### config.mk
export PLATFORM = sky130hd
export DESIGN_NAME = instruction_fetch
export DESIGN_NICKNAME = d
export VERILOG_FILES = /design/src/rtl/instruction_fetch.sv
export SDC_FILE = /design/constraint.sdc
export NUM_CORES = 1
export LEC_CHECK = 0
export CAP_MARGIN = 15
export CORE_MARGIN = 2
export CORE_UTILIZATION = 30
export CTS_CLUSTER_SIZE = 12
export DETAILED_ROUTE_END_ITERATION = 16
export DONT_BUFFER_PORTS = 1
export GPL_TIMING_DRIVEN = 1
export MAX_ROUTING_LAYER = met4
export PLACE_DENSITY = 0.4
export SYNTH_ARGS = -nofsm -noshare
export SYNTH_HDL_FRONTEND = slang
export SYNTH_SLANG_ARGS = --single-unit
### constraint.sdc
create_clock -name clk -period 8.7 [get_ports clk]
set_input_delay 0.87 -clock clk [delete_from_list [all_inputs] [get_ports clk]]
set_output_delay 0.87 -clock clk [all_outputs]
set_load 0.02 [all_outputs]
### src/rtl/instruction_fetch.sv
// -----------------------------------------------------------------------------
// instruction_fetch
//   Sequential instruction fetch unit. It allows one outstanding memory request
//   at a time and buffers returned words in a small FIFO for the decode stage.
//   Branch/jump redirects flush the buffer and retarget the PC. A response
//   that is still in flight when a redirect arrives is drained and discarded.
//   A misaligned redirect target raises fetch_fault and halts fetching until
//   an aligned redirect arrives.
//
// Parameters
//   RESET_PC    first fetch address after reset
//   FIFO_DEPTH  instruction buffer depth (power of two, >= 2)
//
// Ports
//   clk, rst                      clock, synchronous active-high reset
//   imem_req, imem_addr           fetch request strobe / word-aligned address
//   imem_data, imem_rvalid        returned instruction word / its valid strobe
//   redirect_valid, redirect_pc   redirect strobe / new target
//   inst_valid, inst_ready        decode handshake
//   inst_data, inst_pc            head-of-buffer instruction and its address
//   fetch_fault                   misaligned redirect target seen
// -----------------------------------------------------------------------------
module instruction_fetch #(
  parameter logic [31:0] RESET_PC   = 32'h0000_0000,
  parameter int          FIFO_DEPTH = 2
) (
  input  logic        clk,
  input  logic        rst,
  output logic        imem_req,
  output logic [31:0] imem_addr,
  input  logic [31:0] imem_data,
  input  logic        imem_rvalid,
  input  logic        redirect_valid,
  input  logic [31:0] redirect_pc,
  output logic        inst_valid,
  input  logic        inst_ready,
  output logic [31:0] inst_data,
  output logic [31:0] inst_pc,
  output logic        fetch_fault
);

  localparam int PTR_W = $clog2(FIFO_DEPTH);
  localparam int CNT_W = PTR_W + 1;

  typedef enum logic [1:0] {
    S_REQ,    // issue a request when the buffer has room
    S_WAIT,   // request outstanding, response will be kept
    S_DRAIN,  // request outstanding, response will be dropped
    S_HALT    // faulted, no requests until an aligned redirect
  } state_t;

  state_t             state, state_nxt;
  logic [31:0]        pc;
  logic [31:0]        fifo_data [FIFO_DEPTH];
  logic [31:0]        fifo_pc   [FIFO_DEPTH];
  logic [PTR_W-1:0]   head, tail;
  logic [CNT_W-1:0]   count;

  logic fifo_has_room;
  logic in_flight;          // a response is owed by memory
  logic still_owed;         // a response will be owed after this cycle
  logic misaligned;
  logic push, pop;

  assign fifo_has_room = count < CNT_W'(FIFO_DEPTH);
  assign in_flight     = (state == S_WAIT) || (state == S_DRAIN);
  assign misaligned    = redirect_pc[1:0] != 2'b00;
  // A request issued this cycle, or one already in flight whose response has
  // not yet arrived, must be drained after a redirect.
  assign still_owed    = imem_req || (in_flight && !imem_rvalid);

  // A redirect discards any same-cycle push or pop.
  assign push = (state == S_WAIT) && imem_rvalid && !redirect_valid && !rst;
  assign pop  = inst_valid && inst_ready && !redirect_valid;

  // ---------------------------------------------------------------------------
  // FSM: state register
  // ---------------------------------------------------------------------------
  // NOTE: sequential state uses non-blocking assignments so every register
  // samples the pre-edge values, independent of the order of always blocks.
  always_ff @(posedge clk) begin
    if (rst) state <= S_REQ;
    else     state <= state_nxt;
  end

  // ---------------------------------------------------------------------------
  // FSM: next-state logic
  // ---------------------------------------------------------------------------
  always_comb begin
    // NOTE: default first so that every path assigns state_nxt (no latch).
    state_nxt = state;
    if (redirect_valid) begin
      if (still_owed)      state_nxt = S_DRAIN;
      else if (misaligned) state_nxt = S_HALT;
      else                 state_nxt = S_REQ;
    end else begin
      unique case (state)
        S_REQ:   if (imem_req)    state_nxt = S_WAIT;
        S_WAIT:  if (imem_rvalid) state_nxt = S_REQ;
        // fetch_fault records whether the last redirect was misaligned.
        S_DRAIN: if (imem_rvalid) state_nxt = fetch_fault ? S_HALT : S_REQ;
        S_HALT:  state_nxt = S_HALT;
        default: state_nxt = S_REQ;
      endcase
    end
  end

  // ---------------------------------------------------------------------------
  // FSM: outputs. Gated by rst so nothing is requested or presented while the
  // synchronous reset is held.
  // ---------------------------------------------------------------------------
  always_comb begin
    imem_req   = !rst && (state == S_REQ) && fifo_has_room;
    imem_addr  = imem_req ? pc : 32'h0;
    inst_valid = !rst && (count != '0);
    inst_data  = fifo_data[head];
    inst_pc    = fifo_pc[head];
  end

  // ---------------------------------------------------------------------------
  // PC, fault flag and buffer bookkeeping
  // ---------------------------------------------------------------------------
  always_ff @(posedge clk) begin
    if (rst) begin
      pc          <= RESET_PC;
      fetch_fault <= 1'b0;
      head        <= '0;
      tail        <= '0;
      count       <= '0;
    end else if (redirect_valid) begin
      pc          <= redirect_pc;
      fetch_fault <= misaligned;
      head        <= '0;
      tail        <= '0;
      count       <= '0;
    end else begin
      if (push) begin
        pc   <= pc + 32'd4;   // wraps modulo 2^32
        tail <= tail + PTR_W'(1);
      end
      if (pop) head <= head + PTR_W'(1);
      unique case ({push, pop})
        2'b10:   count <= count + CNT_W'(1);
        2'b01:   count <= count - CNT_W'(1);
        default: count <= count;
      endcase
    end
  end

  // NOTE: buffer storage has no reset; count alone decides which entries are
  // valid, so clearing the array would only add reset fan-out.
  always_ff @(posedge clk) begin
    if (push) begin
      fifo_data[tail] <= imem_data;
      fifo_pc[tail]   <= pc;
    end
  end

endmodule

==> metrics.txt, run 1 <==
CTS sink cnt around 170; clk buf depth 2; Fin Hold WS 513 ps; vias roughly 4000; WL final approximately 17000 um; worst slack, placed between 5000 and 6000 ps; Routed Antenna Nets 0; power per cell area between 200 and 250 mW/mm^2; first-pass GRT wire length 24800 um; clock slew at the register clock pins of the worst setup and hold paths approximately 70 ps; Final Slew Violations 0; Hold/Removal Path Class flop to flop; Peak supply drop 0.0939 mV; Initial Util 30.4%; DP Wirelength 11100 um; first-pass iteration count of the detailed router 4; post-synth top area cell edfxtp_1; Synth Cell Area 0.00706 mm^2; largest net degree at the start of global routing 65; final hold viol count 0; setup ws final between 5000 and 6000 ps; clock latency on the worst-skew pair 420 ps; Seq cells post-synth 168; FP Rows 56; Root Driver clkbuf_16; post_cts resized 0; clk_skew 13.1 ps; ratio of cells with drive above 1 in the final layout 21.6%; vias per cell 4.82; Initial DRC Count 240; syn_area_per_cell between 10 and 15 um^2; worst-path cell chain inv_1 -> ha_1 -> nor3b_2 -> buf_4 -> and2_1; post-synth cell types 47; EDFF count, synth 128; CORE AREA 0.0233 mm^2; Max stage delay on crit path 730 ps; critical path class flop to primary output; Crit-path slowest cell nor3b_2; die height approximately 160 um; Setup TNS Final 0 ps; Post-CTS Hold Fix Bufs 0; # DRC 0; postcts setup bufs 0; vias in the first global route 4037; GR Overflow Total 0; cell count after synthesis 502; fin crit period 3460 ps; PortBufs 0; GP Congestion 0.745; actual slew at the worst max-slew pin 974 ps; relative slew slack 35.1%; Fmax 0.289 GHz; GR Util All Layers 14.0%; register area share after synthesis 65.8%; Worst Path Buf+Inv 2; final worst-path cycle share about two fifths; status complete, no violations; FFs w/ async S/R, synth 0%; synth warn 0; CP Launch Type flop; fillers about 2300; Leak 0.00255 uW; area delta synth->final 12.2%; final net count 576; initial antenna violation count 0; CP arrival 2590 ps; Max Cap Viol 0; die area ~0.025 mm^2; Main synth FF type edfxtp_1; Num CTS Buffers 17; most numerous cell in the Yosys netlist edfxtp_1; CP max FO 22; WP data required 7830 ps; top cell type's share of synthesized area 54.4%; H-tree depth 4; commonest cells in the netlist edfxtp_1 (128), mux2_2 (66), nor2_1 (41); io pins 168; CP top delay family simple AND/OR/NAND/NOR gates; syn_nets 577; CTS tree built; # setup viols final 0; Die W 157 um; largest cells by area after synthesis edfxtp_1 (54%), dfxtp_1 (11%), mux2_2 (11%); RSZ-0062 raised after global routing false; Crit. End Element primary output; drt wl/cell 20.4 um
[report_power, final]
| part | switching (uW) | internal, uW | leakage, uW |
|---|---|---|---|
| clock | 333 | 374 | 0.000262 |
| combinational | 47.0 | 23.7 | 0.000787 |
| sequential | 22.3 | 878 | 0.00150 |
[metrics by stage]
stage	cells	power, uW	utilization (%)	cell area [um^2]
2_1_floorplan	502	972	-	7060
3_3_place_gp	801	988	31.7	7370
3_5_place_dp	801	989	31.7	7370
4_1_cts	833	1700	34.0	7920
5_1_grt	833	1740	34.0	7920
6_report	835	1680	34.1	7920
[cell families (layout without fill, tap and decap cells)]
group	Yosys count	count (layout)	synth area share, %
simple gates	152	152	12.0
mux	73	73	11.5
fa+ha+maj	6	6	1.06
buf+inv	30	42	2.23
other cells	0	2	0
flops	168	168	65.8
xor+xnor	22	22	2.73
compound gates	51	51	4.73
[final cells by class]
| class | instances | area [um^2] | area share (%) |
|---|---|---|---|
| Inverter | 8 | 32.5 | 0.411 |
| Sequential cell | 168 | 4650 | 58.7 |
| Tap cell | 319 | 399 | 5.04 |
| Clock buffer | 18 | 429 | 5.42 |
| Timing Repair Buffer | 2 | 15.0 | 0.190 |
| Clock inverter | 14 | 118 | 1.48 |
| Multi-Input combinational cell | 304 | 2270 | 28.7 |
| Antenna cell | 2 | 5.00 | 0.0632 |
[sequential cells by signal (all words and copies together), names as in the netlist, named ones only]
signal and cells:
state 2, tail 1, fifo_pc 64, count 2, fetch_fault 1, fifo_data 64, head 1, pc 32
[layout by cell type (no fill, tap or decap), drive strengths merged, types with 3 or more instances in the layout]
cell type,instances
clkbuf,18
nor4,8
and2,34
nor2,42
ha,6
mux2,66
xnor2,8
o211ai,4
a31oi,5
edfxtp,128
nand4,13
a211oi,11
nand3,14
a21oi,12
a311oi,3
clkinv,6
or3,6
o21ai,9
dfxtp,40
mux2i,7
inv,14
nand2,26
xor2,14
[final timing paths]
| kind | start | endpoint | slack (ps) | depth (start not counted) |
|---|---|---|---|---|
| max | state[0]$_SDFFE_PP0P_ | imem_addr[17] | 5240 | 5 |
| min | head$_SDFFE_PP0P_ | flop | 510 | 2 |
| max reg2reg | state[1]$_SDFFE_PP0P_ | fifo_pc[0][18]$_DFFE_PP_ | 5930 | 7 |
| min reg2reg | head$_SDFFE_PP0P_ | flop | 510 | 2 |
[worst reg2reg max path, cell delays in order (launching register included)]
cell and delay (ps):
dfxtp_1 350, inv_1 90, ha_1 250, nand2_1 230, nor2_8 200, inv_4 70, nor2_4 530, buf_4 660
[routing by layer]
metal  part of all wire [%]  global-route usage (%)
met1                     44                    16.7
met2                     48                    22.7
met3                    6.5                    3.91
met4                    1.2                    4.81
met5                      0                       -
No activity file was read; power rests on OpenSTA's default activity.
==> run 2, diff against run 1 <==
==> constraint.sdc (replaced) <==
create_clock -name clk -period 3.4 [get_ports clk]
set_input_delay 0.34 -clock clk [delete_from_list [all_inputs] [get_ports clk]]
set_output_delay 0.34 -clock clk [all_outputs]
set_load 0.02 [all_outputs]
==> metrics.txt, run 2 (synthesized netlist as in run 1, its figures left out) <==
status complete, no violations; relative slew slack 35.8%; drt wl/cell 20.5 um; CTS tree built; largest net degree at the start of global routing 65; leading cell types in the layout, fill and taps excluded edfxtp_1 (128), mux2_2 (66), nor2_1 (40); Placed Area 0.00741 mm^2; Max stage delay on crit path 500 ps; Final Slew Violations 0; fillers 2307; RSZ-0062 raised after global routing false; Routed Antenna Nets 0; fin crit period 2420 ps; GR Util All Layers between 10% and 20%; Hold/Removal Path Class input port to flop; DP Wirelength 11500 um; GR Overflow Total 0; vias 4078; Die W 157 um; CP top delay family simple AND/OR/NAND/NOR gates; ratio of cells with drive above 1 in the final layout 21.1%; die height 157 um; Leak roughly 0.0027 uW; final core utilization around 36%; Root Driver clkbuf_16; r2r setup slk roughly 980 ps; CTS sink cnt 168; first-pass GRT wire length 25700 um; clk buf depth 2; reg-to-reg startpoint state[1]$_SDFFE_PP0P_; critical path class flop to flop; Worst Path Buf+Inv 3; final worst-path cycle share just over 70%; Peak supply drop 0.235 mV; critical path launch point state[1]$_SDFFE_PP0P_; clock slew at the register clock pins of the worst setup and hold paths 70 ps; # setup viols final 0; Crit-path slowest cell nor2_4; # DRC 0; Max Cap Viol 0; cell area after layout between 0.008 and 0.009 mm^2; vias per cell 4.69; top flop regs fifo_data (64), fifo_pc (64), pc (32); most common cell after layout, fill and taps aside edfxtp_1; Setup TNS Final 0 ps; Fin Hold WS 32.9 ps; WP data required between 3000 and 4000 ps; r2r endpoint fifo_pc[0][10]$_DFFE_PP_; GP Congestion 0.752; actual slew at the worst max-slew pin 963 ps; PortBufs 0; area delta synth->final 17.9%; power per cell area roughly 530 mW/mm^2; CP max FO 47; CP arrival 2510 ps; final hold viol count 0; CP Launch Type flop; initial antenna violation count 0; Antenna Cells 0; Critical Path Stages 7; FP Rows 56; worst setup path endpoint fifo_pc[0][10]$_DFFE_PP_; H-tree depth 4; clock latency on the worst-skew pair around 420 ps; Num CTS Buffers 17; vias in the first global route 4263; worst-path cell chain inv_1 -> ha_1 -> nand2_1 -> nor2_8 -> inv_4 -> nor2_4 -> buf_12; R2R depth 7; Fmax roughly 0.41 GHz; clk_skew 14.1 ps; Initial DRC Count 240; CORE AREA 0.0233 mm^2; die area 0.0248 mm^2; Crit. End Element flop; io pins 168; Initial Util between 30% and 40%; final net count 612; first-pass iteration count of the detailed router 4; WL final 17800 um
-- run 2: what timing repair did --
action | in CTS | in global routing
hold buffers | 32 | 2
gates resized for setup | 0 | 0
setup buffers | 0 | 0
endpoints found under the hold margin | 93 | 3
-- run 2: worst min-delay path by stage --
stage / slack [ps] / depth (start not counted) / endpoint / from
after floorplan: 440 / 0 / fifo_pc[0][0]$_DFFE_PP_ / pc[0]$_SDFFE_PP0P_
after global placement: 420 / 1 / fetch_fault$_SDFFE_PP0P_ / rst
after detailed placement: 420 / 1 / pc[17]$_SDFFE_PP0P_ / rst
after CTS: 0.5 / 0 / fifo_data[0][21]$_DFFE_PP_ / imem_data[21]
after global routing: 20 / 1 / pc[25]$_SDFFE_PP0P_ / rst
final: 30 / 1 / pc[25]$_SDFFE_PP0P_ / rst
-- run 2: cell type report --
| cell class | count | area [um^2] | area share, % |
|---|---|---|---|
| inverter | 8 | 32.5 | 0.391 |
| clock buffer | 19 | 443 | 5.32 |
| timing repair buffer | 38 | 405 | 4.87 |
| sequential | 168 | 4650 | 55.8 |
| multi-input combinational | 304 | 2270 | 27.3 |
| clock inverter | 13 | 120 | 1.44 |
| tap | 319 | 399 | 4.80 |
-- run 2: where the power goes --
| part | total [uW] | internal (uW) | switching (uW) |
|---|---|---|---|
| logic | 234 | 91.0 | 143 |
| clock network | 1840 | 1040 | 809 |
| registers | 2300 | 2250 | 51.9 |
-- run 2: metrics by stage --
step	cells	setup slack, ps	total power (uW)
final	869	977	4380
after global routing	869	716	4560
after CTS	867	941	4440
after global placement	803	1050	2530
after floorplan	502	307	2490
after detailed placement	803	959	2530
-- run 2: routing by layer --
layer,routed length [um],global-route usage (%),part of all wire (%),vias to the layer above
met5,0,-,0,-
met3,952,4.07,5.4,8
met4,131,4.11,0.74,0
met1,7990,17.8,45,2004
met2,8700,24.0,49,122
li1,-,-,-,1944
==> run 3, diff against run 2 <==
--- a/config.mk
+++ b/config.mk
@@ -5,6 +5,7 @@
 export SDC_FILE = /design/constraint.sdc
 export NUM_CORES = 1
 export LEC_CHECK = 0
+export ABC_AREA = 1
 export CAP_MARGIN = 15
 export CORE_MARGIN = 2
 export CORE_UTILIZATION = 30
==> constraint.sdc (replaced) <==
create_clock -name clk -period 2.34 [get_ports clk]
set_input_delay 0.234 -clock clk [delete_from_list [all_inputs] [get_ports clk]]
set_output_delay 0.234 -clock clk [all_outputs]
set_load 0.02 [all_outputs]
==> metrics.txt, run 3 <==
clock latency on the worst-skew pair between 400 and 500 ps; worst hold stages 2; die height about 160 um; initial antenna violation count 1; # DRC 0; PortBufs 0; die area 0.0261 mm^2; drt wl/cell 17.8 um; Max Cap Viol 0; RSZ-0062 raised after global routing false; worst hold start redirect_valid; final worst-path cycle share between 90% and 100%; status complete, no violations; register area share after synthesis 62.4%; Root Driver clkbuf_16; met3 Use GR under 10%; GR Overflow Total 0; CTS tree built; post-synthesis compound-gate area fraction about 6%; Final Slew Violations 0; H-tree depth 4; xor-xnor portion of the synthesized cell area 0.235%; Num CTS Buffers 17; FP Rows 57; met1 GRT Util 19.4%; final hold viol count 0; top cell type's share of synthesized area 51.6%; met2 Use GR about a quarter; top flop regs fifo_data (64), fifo_pc (64), pc (32); power per cell area between 700 and 800 mW/mm^2; CP top delay family buffers and inverters; io pins 168; most numerous cell in the Yosys netlist edfxtp_1; Leak 0.00323 uW; clock slew at the register clock pins of the worst setup and hold paths 70 ps; CP max FO 24; r2r endpoint state[1]$_SDFFE_PP0P_; GP Congestion 0.841; GRT Max-Usage Layer met2; Setup TNS Final 0 ps; post-synth cell types 36; WP data required 2110 ps; Seq cells post-synth 168; first-pass iteration count of the detailed router 5; Main synth FF type edfxtp_1; CP arrival 1910 ps; Crit-path slowest cell dfxtp_1; largest family of logic cells by synthesized area simple AND/OR/NAND/NOR gates; synth warn 0; commonest cells in the netlist edfxtp_1 (128), nand2_1 (117), inv_1 (71); Critical Path Stages 6; most common cell after layout, fill and taps aside edfxtp_1; EDFF count, synth around 130; Initial Util between 30% and 40%; CORE AREA 0.0243 mm^2; actual slew at the worst max-slew pin 473 ps; vias in the first global route approximately 5400; WHS Endpoint pc[5]$_SDFFE_PP0P_; Peak supply drop 0.341 mV; Worst Path Buf+Inv 3; vias 5130; postcts setup bufs 0; DP Wirelength 13400 um; ratio of cells with drive above 1 in the final layout about 22%; fin crit period about 2100 ps; Crit. End Element primary output; Fmax 0.467 GHz; Routed Antenna Nets 0; leading cell types in the layout, fill and taps excluded edfxtp_1 (128), nand2_1 (117), inv_1 (71); WL final 19500 um; multiplexer share of the synthesized area 9.68%; final net count 830; Max stage delay on crit path roughly 330 ps; vias per cell 4.69; clk_skew 11.6 ps; worst-path cell chain inv_1 -> ha_1 -> nand3_2 -> buf_12 -> nor2_1 -> buf_4; GR Util All Layers 15.6%; CP Launch Type flop; CTS sink cnt 168; syn_area_per_cell 11.0 um^2; r2r setup slk 540 ps; area delta synth->final 22.8%; Fin Hold WS roughly 6.1 ps; critical path class flop to primary output; Adder-Cell Fraction of Synth Area 1.01%; cell count after synthesis ~670; first-pass GRT wire length about 30000 um; Post-Synth Simple-Gate Area between 10% and 20%; largest net degree at the start of global routing 66; syn_nets roughly 750; reg-to-reg startpoint state[0]$_SDFFE_PP0P_; Hold/Removal Path Class input port to flop; Initial DRC Count 333; Die W 162 um; Synth Cell Area ~0.0074 mm^2; clk buf depth 2; post-synth top area cell edfxtp_1; R2R depth 10; FFs w/ async S/R, synth 0%; largest cells by area after synthesis edfxtp_1 (52%), dfxtp_1 (11%), mux2_2 (9.7%); relative slew slack 68.6%; # setup viols final 0
## run 3: cell count changes in the layout (fill, tap and decap cells not counted), moves of 26 or more
cell and delta:
and2_1 -28, buf_4 +35, inv_1 +65, nand2_1 +91
nand3_1 +26, o21ai_0 +30
## run 3: logic make-up (layout without fill, tap and decap cells)
kind of cell / Yosys count / count (layout)
buffers and inverters: 96 / 190
XOR/XNOR: 2 / 2
adder cells (fa/ha/maj): 6 / 6
flip-flops: 168 / 168
AND/OR/NAND/NOR: 253 / 253
AO/OA/AOI/OAI: 85 / 85
multiplexers: 64 / 64
other: 0 / 1
## run 3: per-layer routing
metal  vias up  wire, um  share of wire [%]
met3        14      1140                5.9
met1      2495      8680                 45
li1       2465         -                  -
met5         -         0                  0
met2       156      9430                 49
met4         0       193               0.99
## run 3: where the power goes
part / total [uW] / internal (uW) / switching [uW]
Clock: 2720 / 1430 / 1300
Sequential: 3330 / 3260 / 63.6
Combinational: 455 / 176 / 280
Total: 6510 / 4860 / 1640
## run 3: worst max-delay path by stage
stage                                end                   from  slack (ps)
2_1_floorplan  fifo_data[1][0]$_DFFE_PP_  state[1]$_SDFFE_PP0P_         220
3_3_place_gp       state[0]$_SDFFE_PP0P_  state[0]$_SDFFE_PP0P_         620
3_5_place_dp       state[1]$_SDFFE_PP0P_  state[0]$_SDFFE_PP0P_         570
4_1_cts                     imem_addr[2]  state[0]$_SDFFE_PP0P_         200
5_1_grt                     imem_addr[2]  state[0]$_SDFFE_PP0P_          70
6_report                    imem_addr[2]  state[1]$_SDFFE_PP0P_         200
## run 3: what timing repair did
action                    4_1_cts  5_1_grt
hold buffers                   42        0
hold endpoints to repair       98        0
resized for setup               0        0
## run 3: layout make-up
cell class                 instances  area, um^2
multi-input combinational        410        2430
antenna                            1        2.50
clock buffer                      17         425
inverter                          75         282
timing repair buffer              83         788
sequential                       168        4650
fill                            2419       15200
clock inverter                    15         154
tap                              324         405
## run 3: through the flow
| stage | instances | total power [uW] | setup WS (ps) | utilization, % | cell area [um^2] |
|---|---|---|---|---|---|
| floorplan | 674 | 3640 | 222 | - | 7460 |
| global placement | 1018 | 3760 | 615 | 33.4 | 8130 |
| detailed placement | 1018 | 3770 | 572 | 33.4 | 8130 |
| CTS | 1092 | 6600 | 197 | 37.6 | 9140 |
| global route | 1093 | 6780 | 70.8 | 37.6 | 9140 |
| finish | 1093 | 6510 | 200 | 37.6 | 9140 |
